`src/rtl/serial_adder_defs.sv`:
```
// rtl/serial_adder_defs.sv - shared FSM encodings and counter sizing for serial_adder
package serial_adder_defs;

  localparam logic [1:0] ST_IDLE  = 2'd0;
  localparam logic [1:0] ST_SHIFT = 2'd1;
  localparam logic [1:0] ST_DONE  = 2'd2;

  // Bit-counter width; never below 1 so the counter stays a legal vector.
  function automatic int cnt_w(input int width);
    return (width > 2) ? $clog2(width) : 1;
  endfunction

endpackage

```
`src/rtl/halfadder.sv`:
```
// rtl/halfadder.sv - single-bit half adder cell
module halfadder (
  input  logic x,
  input  logic y,
  output logic s,
  output logic co
);

  assign s  = x ^ y;
  assign co = x & y;

endmodule

```
`src/rtl/serial_adder_full_adder_bit.sv`:
```
// rtl/serial_adder_full_adder_bit.sv - full adder built from two half adders plus carry OR
module full_adder_bit (
  input  logic x,
  input  logic y,
  input  logic ci,
  output logic s,
  output logic co
);

  logic s0;
  logic c0;
  logic c1;

  halfadder u_ha0 (.x(x),  .y(y),  .s(s0), .co(c0));
  halfadder u_ha1 (.x(s0), .y(ci), .s(s),  .co(c1));

  assign co = c0 | c1;

endmodule

```
`src/rtl/serial_adder.sv`:
```
// rtl/serial_adder.sv - LSB-first bit-serial adder; SERIAL_ADDER_SUB_EN adds a subtract mode
module serial_adder
  import serial_adder_defs::*;
#(
  parameter int WIDTH = 8
) (
  input  logic             clk,
  input  logic             rst,
  input  logic             start,
  input  logic [WIDTH-1:0] a,
  input  logic [WIDTH-1:0] b,
  input  logic             cin,
`ifdef SERIAL_ADDER_SUB_EN
  input  logic             sub,
`endif
  output logic             ready,
  output logic             busy,
  output logic             done,
  output logic [WIDTH-1:0] sum,
  output logic             cout
);

  localparam int CNT_W = cnt_w(WIDTH);
  localparam logic [CNT_W-1:0] LAST = CNT_W'(WIDTH - 1);

  logic [1:0]       state;
  logic [1:0]       state_nxt;
  logic [WIDTH-1:0] a_sh;
  logic [WIDTH-1:0] b_sh;
  logic             carry;
  logic [CNT_W-1:0] cnt;
  logic [WIDTH-1:0] b_load;
  logic             c_load;
  logic             fa_s;
  logic             fa_co;

`ifdef SERIAL_ADDER_SUB_EN
  // Two's-complement subtract: a + ~b + 1.
  assign b_load = sub ? ~b : b;
  assign c_load = sub ? 1'b1 : cin;
`else
  assign b_load = b;
  assign c_load = cin;
`endif

  full_adder_bit u_fa (
    .x  (a_sh[0]),
    .y  (b_sh[0]),
    .ci (carry),
    .s  (fa_s),
    .co (fa_co)
  );

  always_ff @(posedge clk) begin
    if (rst) state <= ST_IDLE;
    else     state <= state_nxt;
  end

  always_comb begin
    state_nxt = state;
    case (state)
      ST_IDLE:  if (start) state_nxt = ST_SHIFT;
      ST_SHIFT: if (cnt == LAST) state_nxt = ST_DONE;
      ST_DONE:  state_nxt = ST_IDLE;
      default:  state_nxt = ST_IDLE;
    endcase
  end

  always_comb begin
    ready = (state == ST_IDLE);
    busy  = (state == ST_SHIFT);
    done  = (state == ST_DONE);
  end

  always_ff @(posedge clk) begin
    if (rst) begin
      a_sh  <= '0;
      b_sh  <= '0;
      carry <= 1'b0;
      cnt   <= '0;
      sum   <= '0;
      cout  <= 1'b0;
    end else begin
      case (state)
        ST_IDLE: begin
          if (start) begin
            a_sh  <= a;
            b_sh  <= b_load;
            carry <= c_load;
            cnt   <= '0;
          end
        end
        ST_SHIFT: begin
          a_sh  <= a_sh >> 1;
          b_sh  <= b_sh >> 1;
          carry <= fa_co;
          sum   <= {fa_s, sum[WIDTH-1:1]};
          cnt   <= cnt + 1'b1;
          if (cnt == LAST) cout <= fa_co;
        end
        default: ;
      endcase
    end
  end

endmodule

```
`config.mk`:
```
export PLATFORM = sky130hd
export DESIGN_NAME = serial_adder
export DESIGN_NICKNAME = d
export VERILOG_FILES = /design/src/rtl/serial_adder_defs.sv /design/src/rtl/halfadder.sv /design/src/rtl/serial_adder_full_adder_bit.sv /design/src/rtl/serial_adder.sv
export SDC_FILE = /design/constraint.sdc
export NUM_CORES = 1
export LEC_CHECK = 0
export ABC_AREA = 0
export ABC_CLOCK_PERIOD_IN_PS = 4100
export BUFFER_PORTS_ARGS = -buffer_cell sky130_fd_sc_hd__buf_2
export CAP_MARGIN = 20
export CORE_MARGIN = 1.5
export CORE_UTILIZATION = 25
export DETAILED_ROUTE_END_ITERATION = 10
export GPL_TIMING_DRIVEN = 0
export PLACE_DENSITY_LB_ADDON = 0.05
export SYNTH_ARGS = -nofsm -noshare
export SYNTH_HDL_FRONTEND = slang
export SYNTH_SLANG_ARGS = --single-unit
```
`constraint.sdc`:
```
create_clock -name clk -period 4.1 [get_ports clk]
set_clock_uncertainty 0.1 [all_clocks]
set_input_delay 0.41 -clock clk [delete_from_list [all_inputs] [get_ports clk]]
set_output_delay 0.41 -clock clk [all_outputs]
set_load 0.02 [all_outputs]
```
# Word level (Yosys, flattened, before mapping)
# Cells that the tools add are included.
[classes] addsub=1 n_reduce_logical=5 n_eq_ne=5 n_mux=11 bitwise_logic=5
[op_table] operator="$pmux W8 S2" n=2
[op_table] operator="$mux W8" n=2
[op_table] operator="$pmux W3 S2" n=1
[op_table] operator="$reduce_and A2 Y1" n=3
[op_table] operator="$mux W2" n=2
[op_table] operator="$pmux W2 S2" n=1
[op_table] operator="$add A3 B1 Y3 const B" n=1
[op_table] operator="$eq A3 B3 Y1 const B" n=1
[op_table] operator="$mux W3" n=1
[op_table] operator="$and A1 B1 Y1" n=2
[op_table] operator="$eq A2 B1 Y1 const B" n=1
[op_table] operator="$eq A2 B2 Y1 const B" n=1
[op_table] operator="$logic_not A2 Y1" n=1
[op_table] operator="$ne A2 B1 Y1 const B" n=1
[op_table] operator="$ne A2 B2 Y1 const B" n=1
[op_table] operator="$pmux W1 S2" n=1
[op_table] operator="$reduce_bool A2 Y1" n=1
[op_table] operator="$xor A1 B1 Y1" n=2
[op_table] operator="$mux W1" n=1
[op_table] operator="$or A1 B1 Y1" n=1
[word_totals] word_cells=34 reg_bits=31 in_bits=20 output_inout_bits=12

# Logic depth before layout (Yosys ltp)
# Gate-level depths: netlist of the first run.
[depth] ltp_word=4 ltp_mapped=7

# Hierarchy
# Synthesis of the first run repeated with hierarchy kept, for this count alone.
[hier_totals] hier_cells=161 hier_area_um2=1313.8
[modules_own_cells] mod="serial_adder" n_inst=1 seq_area_each_um2=620.6 cells_per_inst=158 area_per_inst_um2=1282.5
[modules_own_cells] mod="halfadder" n_inst=2 seq_area_each_um2=0.0 cells_per_inst=1 area_per_inst_um2=12.5
[modules_own_cells] mod="full_adder_bit" n_inst=1 seq_area_each_um2=0.0 cells_per_inst=1 area_per_inst_um2=6.3

# Worst setup path before layout of the first run
# Ideal clock, no wire load.
[synth_timing] kind="flip-flop to output port" start="register state[1]" end="output busy" path_buffers=3 required_time_ns=3.590 stages_incl_launch_ff=6 t_arrival_ns=0.946 path_slack_ns=2.644 cell_sequence="dfxtp_1 buf_6 nand2b_1 buf_2 inv_1 buf_4"
[synth_between] elab_chain_len=1
[synth_lines] item="start, declared" line="serial_adder.sv:26" source="logic [1:0] state;"
[synth_lines] item="start signal, assigned" line="serial_adder.sv:56" source="else state <= state_nxt;"
[synth_lines] item="$eq A2 B1 Y1" line="serial_adder.sv:71" source="busy = (state == ST_SHIFT);"
[synth_lines] item="end, declared" line="serial_adder.sv:17" source="output logic busy,"
# No other way between the ends.

# Final worst setup path of the first run
# Ends and elaborated chain as after synthesis.

==> results.py, run 1 <==
metrics = {
    "worst_setup_path": {
        "worst_ep_arrival_time_ns": 1.48,
        "crit_fanout": 10,
        "cp_cell_sequence": "buf_6 -> nand2b_1 -> buf_2 -> inv_1 -> buf_4 -> buf_2",
        "path_common_cell": "buf_2",
        "crit_required_ns": 3.59,
        "slowest_delay_ns": 0.32,
        "startpoint_type": "flip-flop",
        "cp_slowest_cell": "dfxtp_1",
        "critical_path_class": "flip-flop to output pin",
        "critPathCaptureType": "output pin",
        "critPathTopFamily": "buffers and inverters",
        "path_buf_inv": 5,
    },
    "global_route": {
        "track_usage_pct": 12.3,
        "grt_max_degree": 11,
        "grtUsageMet2_pct": 18.5,
        "grt_pass1_vias": 1107,
        "busiest_layer": "met2",
        "grt_use_met3_pct": 4.28,
        "antenna_found_initial": 0,
        "grt-ovfl-total": 0,
        "grt_first_pass_wirelength_um": 5040,
        "grtUsageMet1_pct": 15.8,
    },
    "timing": {
        "drv_slew": 0,
        "period_share_pct": 48.4,
        "rsz0062_at_grt": "false",
        "worst_slack_ns": 2.11,
        "holdWs_ns": 0.237,
        "layout_min_cycle_time_ns": 1.99,
        "fmax_ghz": 0.504,
        "timing.setup.tns_ns": 0,
        "slew-limit-headroom_pct": 65.9,
        "setup_viol": 0,
        "tightest_slew_ns": 0.512,
        "hold_viol": 0,
    },
    "die": {
        "dieArea_sq_um": 5630,
        "pin_count": 32,
        "initial_utilization_pct": 25.7,
        "rows": 26,
        "die_w_um": 75.0,
        "coreArea_sq_um": 5040,
        "fp.dieH_um": 75.0,
    },
    "synth": {
        "ys_types": 26,
        "synth-seq-area-share_pct": 47.9,
        "syn_inst": 160,
        "synth-seq-cells": 31,
        "synth_nets": 183,
        "yosysWarnings": 0,
        "syn_area_per_cell_sq_um": 8.10,
        "syn_area_sq_um": 1300,
    },
    "final_layout": {
        "final_layout_size_suffix_gt1_share_pct": 24.9,
        "diodes": 0,
        "num-nets-final": 221,
        "areaGrowthSynthToFinish_pct": 24.3,
        "final_core_util_pct": 32.0,
    },
    "clocking": {
        "cts_max_path_buffers": 2,
        "htree_num_levels": 2,
        "post_cts_hold_buffer_count": 0,
        "root_buffer": "clkbuf_8",
        "cts.clk_slew.worst_paths_ns": 0.06,
        "cts_tree": "built",
        "cts_buffers": 5,
        "cts_setup_buffers": 0,
        "clkSinkCount": 31,
        "clock_latency_ns": 0.28,
        "cts_resized": 0,
    },
    "detailed_routing": {
        "drc": 0,
        "routed_wl_um": 3090,
        "drt_first_pass_iters": 4,
        "wl_per_cell_um": 11.6,
        "via_per_inst": 4.31,
        "vias": 1152,
        "ant_nets": 0,
        "drt_iter0_drc": 35,
    },
    "place": {
        "dp_hpwl_um": 2260,
        "gp_congestion": 0.700,
        "dp_worst_setup_slack_ns": 2.39,
        "port_buffers": 31,
    },
    "pwr": {
        "leakage_nw": 0.709,
        "irDropWorstVdd_uv": 117,
        "powerDensity_nw_per_um2": 388,
    },
    "run_status": {
        "status": "finished, final reports clean",
    },
    "flow_run": {
        "maxCapViolations": 0,
    },
    "hold_path": {
        "worstHoldPathType": "input port to flip-flop",
    },
}
## power by group
part | switching, mW | total [mW] | internal (mW)
clock | 0.101 | 0.214 | 0.113
sequential | 0.0106 | 0.330 | 0.319
combinational | 0.0469 | 0.0821 | 0.0353
## cell type report
type | count | area, sq um
Buffer | 13 | 93.8
Tap cell | 70 | 87.6
Clock buffer | 6 | 72.6
Fill cell | 569 | 3430
Sequential cell | 31 | 621
Timing Repair Buffer | 31 | 155
Inverter | 2 | 7.51
Multi-Input combinational cell | 114 | 574
## final timing paths
check	startpoint	endpoint	slack, ns	cells after the start
setup / recovery	state[1]	busy	2.11	6
hold / removal	rst	b_sh[0]	0.24	2
setup reg to reg	state[1]	a_sh[0]	2.58	6
hold reg to reg	sum[0]	sum[0]	0.35	2
## Yosys cell counts, drive strengths merged
cell type / count / area share, %
nand2: 17 / 4.9
ha: 2 / 1.9
buf: 9 / 6.0
dfxtp: 31 / 48
nand2b: 1 / 0.48
nor2: 51 / 15
clkbuf: 4 / 1.3
a21oi: 11 / 4.2
nor3: 1 / 0.39
o21ba: 1 / 0.77
a22oi: 2 / 1.2
nor4: 15 / 7.2
inv: 2 / 0.58
o21ai: 2 / 0.77
nand3: 1 / 0.39
nand3b: 3 / 1.7
mux2i: 1 / 0.77
a211oi: 1 / 0.58
fa: 1 / 1.5
nor2b: 2 / 0.97
or3b: 1 / 0.68
o21bai: 1 / 0.58
## cell usage in the layout, fill, tap and decap left out, types with 3 or more instances in the layout
cell,Yosys,routed
a21oi_1,11,11
nand3b_1,3,3
buf_4,3,3
nor2_1,49,49
buf_2,2,33
buf_6,4,4
clkbuf_8,0,5
nand2_1,17,17
nor4_1,15,15
clkbuf_1,3,4
dfxtp_1,31,31
## sequential cells by signal, indices dropped and copies added, names as in the netlist
| register | flops |
|---|---|
| carry | 1 |
| sum | 8 |
| a_sh | 8 |
| cout | 1 |
| state | 2 |
| b_sh | 8 |
| cnt | 3 |
## logic make-up after synthesis
logic type	Yosys count	synth area share, %
simple gates	92	31.9
flops	31	47.9
compound gates	18	8.11
buf+inv	15	7.82
fa+ha+maj	3	3.47
mux	1	0.772
## layer usage
metal  wire length, um  vias up
met5                 0        -
met4                36        0
met3               159        4
met2              1370       25
met1              1530      521
li1                  -      602
## stage by stage
stage / cells / cell area (sq um) / power, mW
after floorplan: 160 / 1300 / 0.391
after global placement: 261 / 1540 / 0.417
after detailed placement: 261 / 1540 / 0.420
after CTS: 267 / 1610 / 0.640
after global routing: 267 / 1610 / 0.662
final: 267 / 1610 / 0.626
(Power assumes the default switching activity.)
==> run 2: changes to the inputs <==
- ABC_AREA: 0 -> 1
- ABC_CLOCK_PERIOD_IN_PS: 4100 -> 1650
- clock period: 4.1 -> 1.65 ns (I/O delays scaled with it)
==> results.py, run 2 <==
metrics = {
    "final_layout": {
        "largestRegisters": "a_sh: 8 flops, b_sh: 8 flops, sum: 8 flops",
        "areaGrowthSynthToFinish_pct": 27.7,
        "num-nets-final": 260,
        "layout_common_cells": "nor2_1 (40), nand2_1 (40), nand3_1 (36)",
        "final_layout_size_suffix_gt1_share_pct": 21.0,
        "diodes": 0,
        "fin_area_sq_um": 1750,
    },
    "die": {
        "fp.dieH_um": 77.0,
        "rows": 26,
        "die_w_um": 77.0,
        "pin_count": 32,
        "coreArea_sq_um": 5200,
        "initial_utilization_pct": 26.3,
        "dieArea_sq_um": 5930,
    },
    "clocking": {
        "clkSinkCount": 31,
        "root_buffer": "clkbuf_8",
        "cts_max_path_buffers": 2,
        "cts_setup_buffers": 0,
        "htree_num_levels": 2,
        "cts_buffers": 5,
        "clock_latency_ns": 0.28,
        "cts_tree": "built",
        "cts.clk_slew.worst_paths_ns": 0.07,
    },
    "timing": {
        "slew-limit-headroom_pct": 65.5,
        "fmax_ghz": 0.635,
        "tightest_slew_ns": 0.518,
        "drv_slew": 0,
        "period_share_pct": 95.5,
        "hold_viol": 0,
        "worst_slack_ns": 0.0747,
        "rsz0062_at_grt": "true",
        "setup_viol": 0,
        "layout_min_cycle_time_ns": 1.58,
    },
    "pwr": {
        "power_frac_seq_pct": 47.3,
        "irDropWorstVdd_uv": 373,
        "swShare_pct": 26.9,
        "leakage_nw": 0.861,
        "power_switching_mw": 0.466,
        "p_clk_share_pct": 38.6,
        "p_comb_share_pct": 14.1,
        "powerDensity_nw_per_um2": 992,
        "internal-power_mw": 1.27,
    },
    "global_route": {
        "track_usage_pct": 13.1,
        "grt_pass1_vias": 1262,
        "antenna_found_initial": 0,
        "grt_max_degree": 11,
        "grt-ovfl-total": 0,
        "grt_first_pass_wirelength_um": 6040,
    },
    "hold_path": {
        "worstHoldPathType": "input port to flip-flop",
        "whs_path_depth": 3,
    },
    "synth": {
        "synthTopCellsByCount": "nand2_1 (40), nor2_1 (40), nand3_1 (36), dfxtp_1 (31), inv_1 (17)",
        "synth.largest_area_cell": "dfxtp_1",
        "synth.area.top_cells": "dfxtp_1 (45%), nand3_1 (13%), nand2_1 (11%), nor2_1 (11%), inv_1 (4.7%)",
        "synth-seq-cells": 31,
        "syn_area_per_cell_sq_um": 6.95,
        "synth-seq-area-share_pct": 45.3,
        "syn_inst": 197,
        "postSynth.asyncResetShare_pct": 0,
        "synth_edf_count": 0,
        "synth_ff_type": "dfxtp_1",
        "syn_area_sq_um": 1370,
        "synth_top_area_share_pct": 45.3,
        "synth_nets": 220,
        "yosysWarnings": 0,
        "ys_types": 17,
    },
    "worst_setup_path": {
        "crit_required_ns": 1.38,
        "worst_ep_arrival_time_ns": 1.31,
        "crit_fanout": 10,
        "critical_path_class": "flip-flop to output pin",
        "worstRegToRegCells": 6,
        "startpoint_type": "flip-flop",
        "critPathCaptureType": "output pin",
    },
    "detailed_routing": {
        "drc": 0,
        "via_per_inst": 4.20,
        "routed_wl_um": 3510,
        "vias": 1293,
        "wl_per_cell_um": 11.4,
        "drt_first_pass_iters": 4,
        "ant_nets": 0,
        "drt_iter0_drc": 58,
    },
    "place": {
        "dp_hpwl_um": 2410,
        "placed_area_sq_um": 1610,
        "port_buffers": 30,
        "dp_worst_setup_slack_ns": 0.258,
        "gp_congestion": 0.701,
    },
    "flow_run": {
        "maxCapViolations": 0,
    },
    "run_status": {
        "status": "finished, final reports clean",
    },
}
## run 2: critical path: stages (launching register included)
cell and delay, ns:
dfxtp_2 0.40, inv_2 0.05, nor2_2 0.10, buf_6 0.16, buf_6 0.15, buf_2 0.17
## run 2: kinds of logic after synthesis
group / share of synthesized area [%]
and+or+nand+nor: 36.4
DFF: 45.3
buffers and inverters: 9.50
AOI/OAI and AO/OA: 5.48
adders and majority gates: 3.29
## run 2: metrics by stage
step,setup TNS [ns],power (mW),util [%],std cells,hold slack [ns]
6_report,0,1.74,33.6,308,0.0229
5_1_grt,-0.00535,1.84,33.6,308,0.0511
4_1_cts,0,1.76,33.4,308,0.0170
3_5_place_dp,0,1.08,30.9,297,0.301
3_3_place_gp,0,1.08,30.9,297,0.308
2_1_floorplan,0,0.992,-,197,0.134
## run 2: area by class of cell
cell class	count	area, sq um
Buffer	11	67.6
Sequential cell	31	622
Multi-Input combinational cell	137	624
Clock buffer	8	100
Timing Repair Buffer	33	180
Tap cell	70	87.6
Inverter	18	67.6
Fill cell	612	3460
## run 2: power groups by stage
stage	registers (mW)	clock network (mW)	logic [mW]
floorplan	0.850	0	0.141
global placement	0.839	0	0.239
detailed placement	0.837	0	0.240
CTS	0.821	0.695	0.246
global route	0.828	0.732	0.280
finish	0.821	0.670	0.244
## run 2: layer usage
layer | part of all wire (%) | vias up | GRT usage (%)
met3 | 3.8 | 8 | 3.93
met4 | 1.9 | 0 | 5.45
met2 | 43 | 23 | 19.9
met5 | 0 | - | 0
met1 | 52 | 562 | 17.2
li1 | - | 700 | -
## run 2: path summary, 6_finish.rpt
check | start | endpoint | slack, ns
max | state[0] | busy | 0.07
min reg2reg | cnt[0] | cnt[0] | 0.36
max reg2reg | state[1] | b_sh[0] | 0.26
min | a[7] | a_sh[7] | 0.02
## run 2: repair_timing
action                                  in CTS  in global routing
gates resized for setup                      1                  4
endpoints found under the hold margin        1                  0
hold buffers                                 3                  0
endpoints found under the setup margin       1                  4
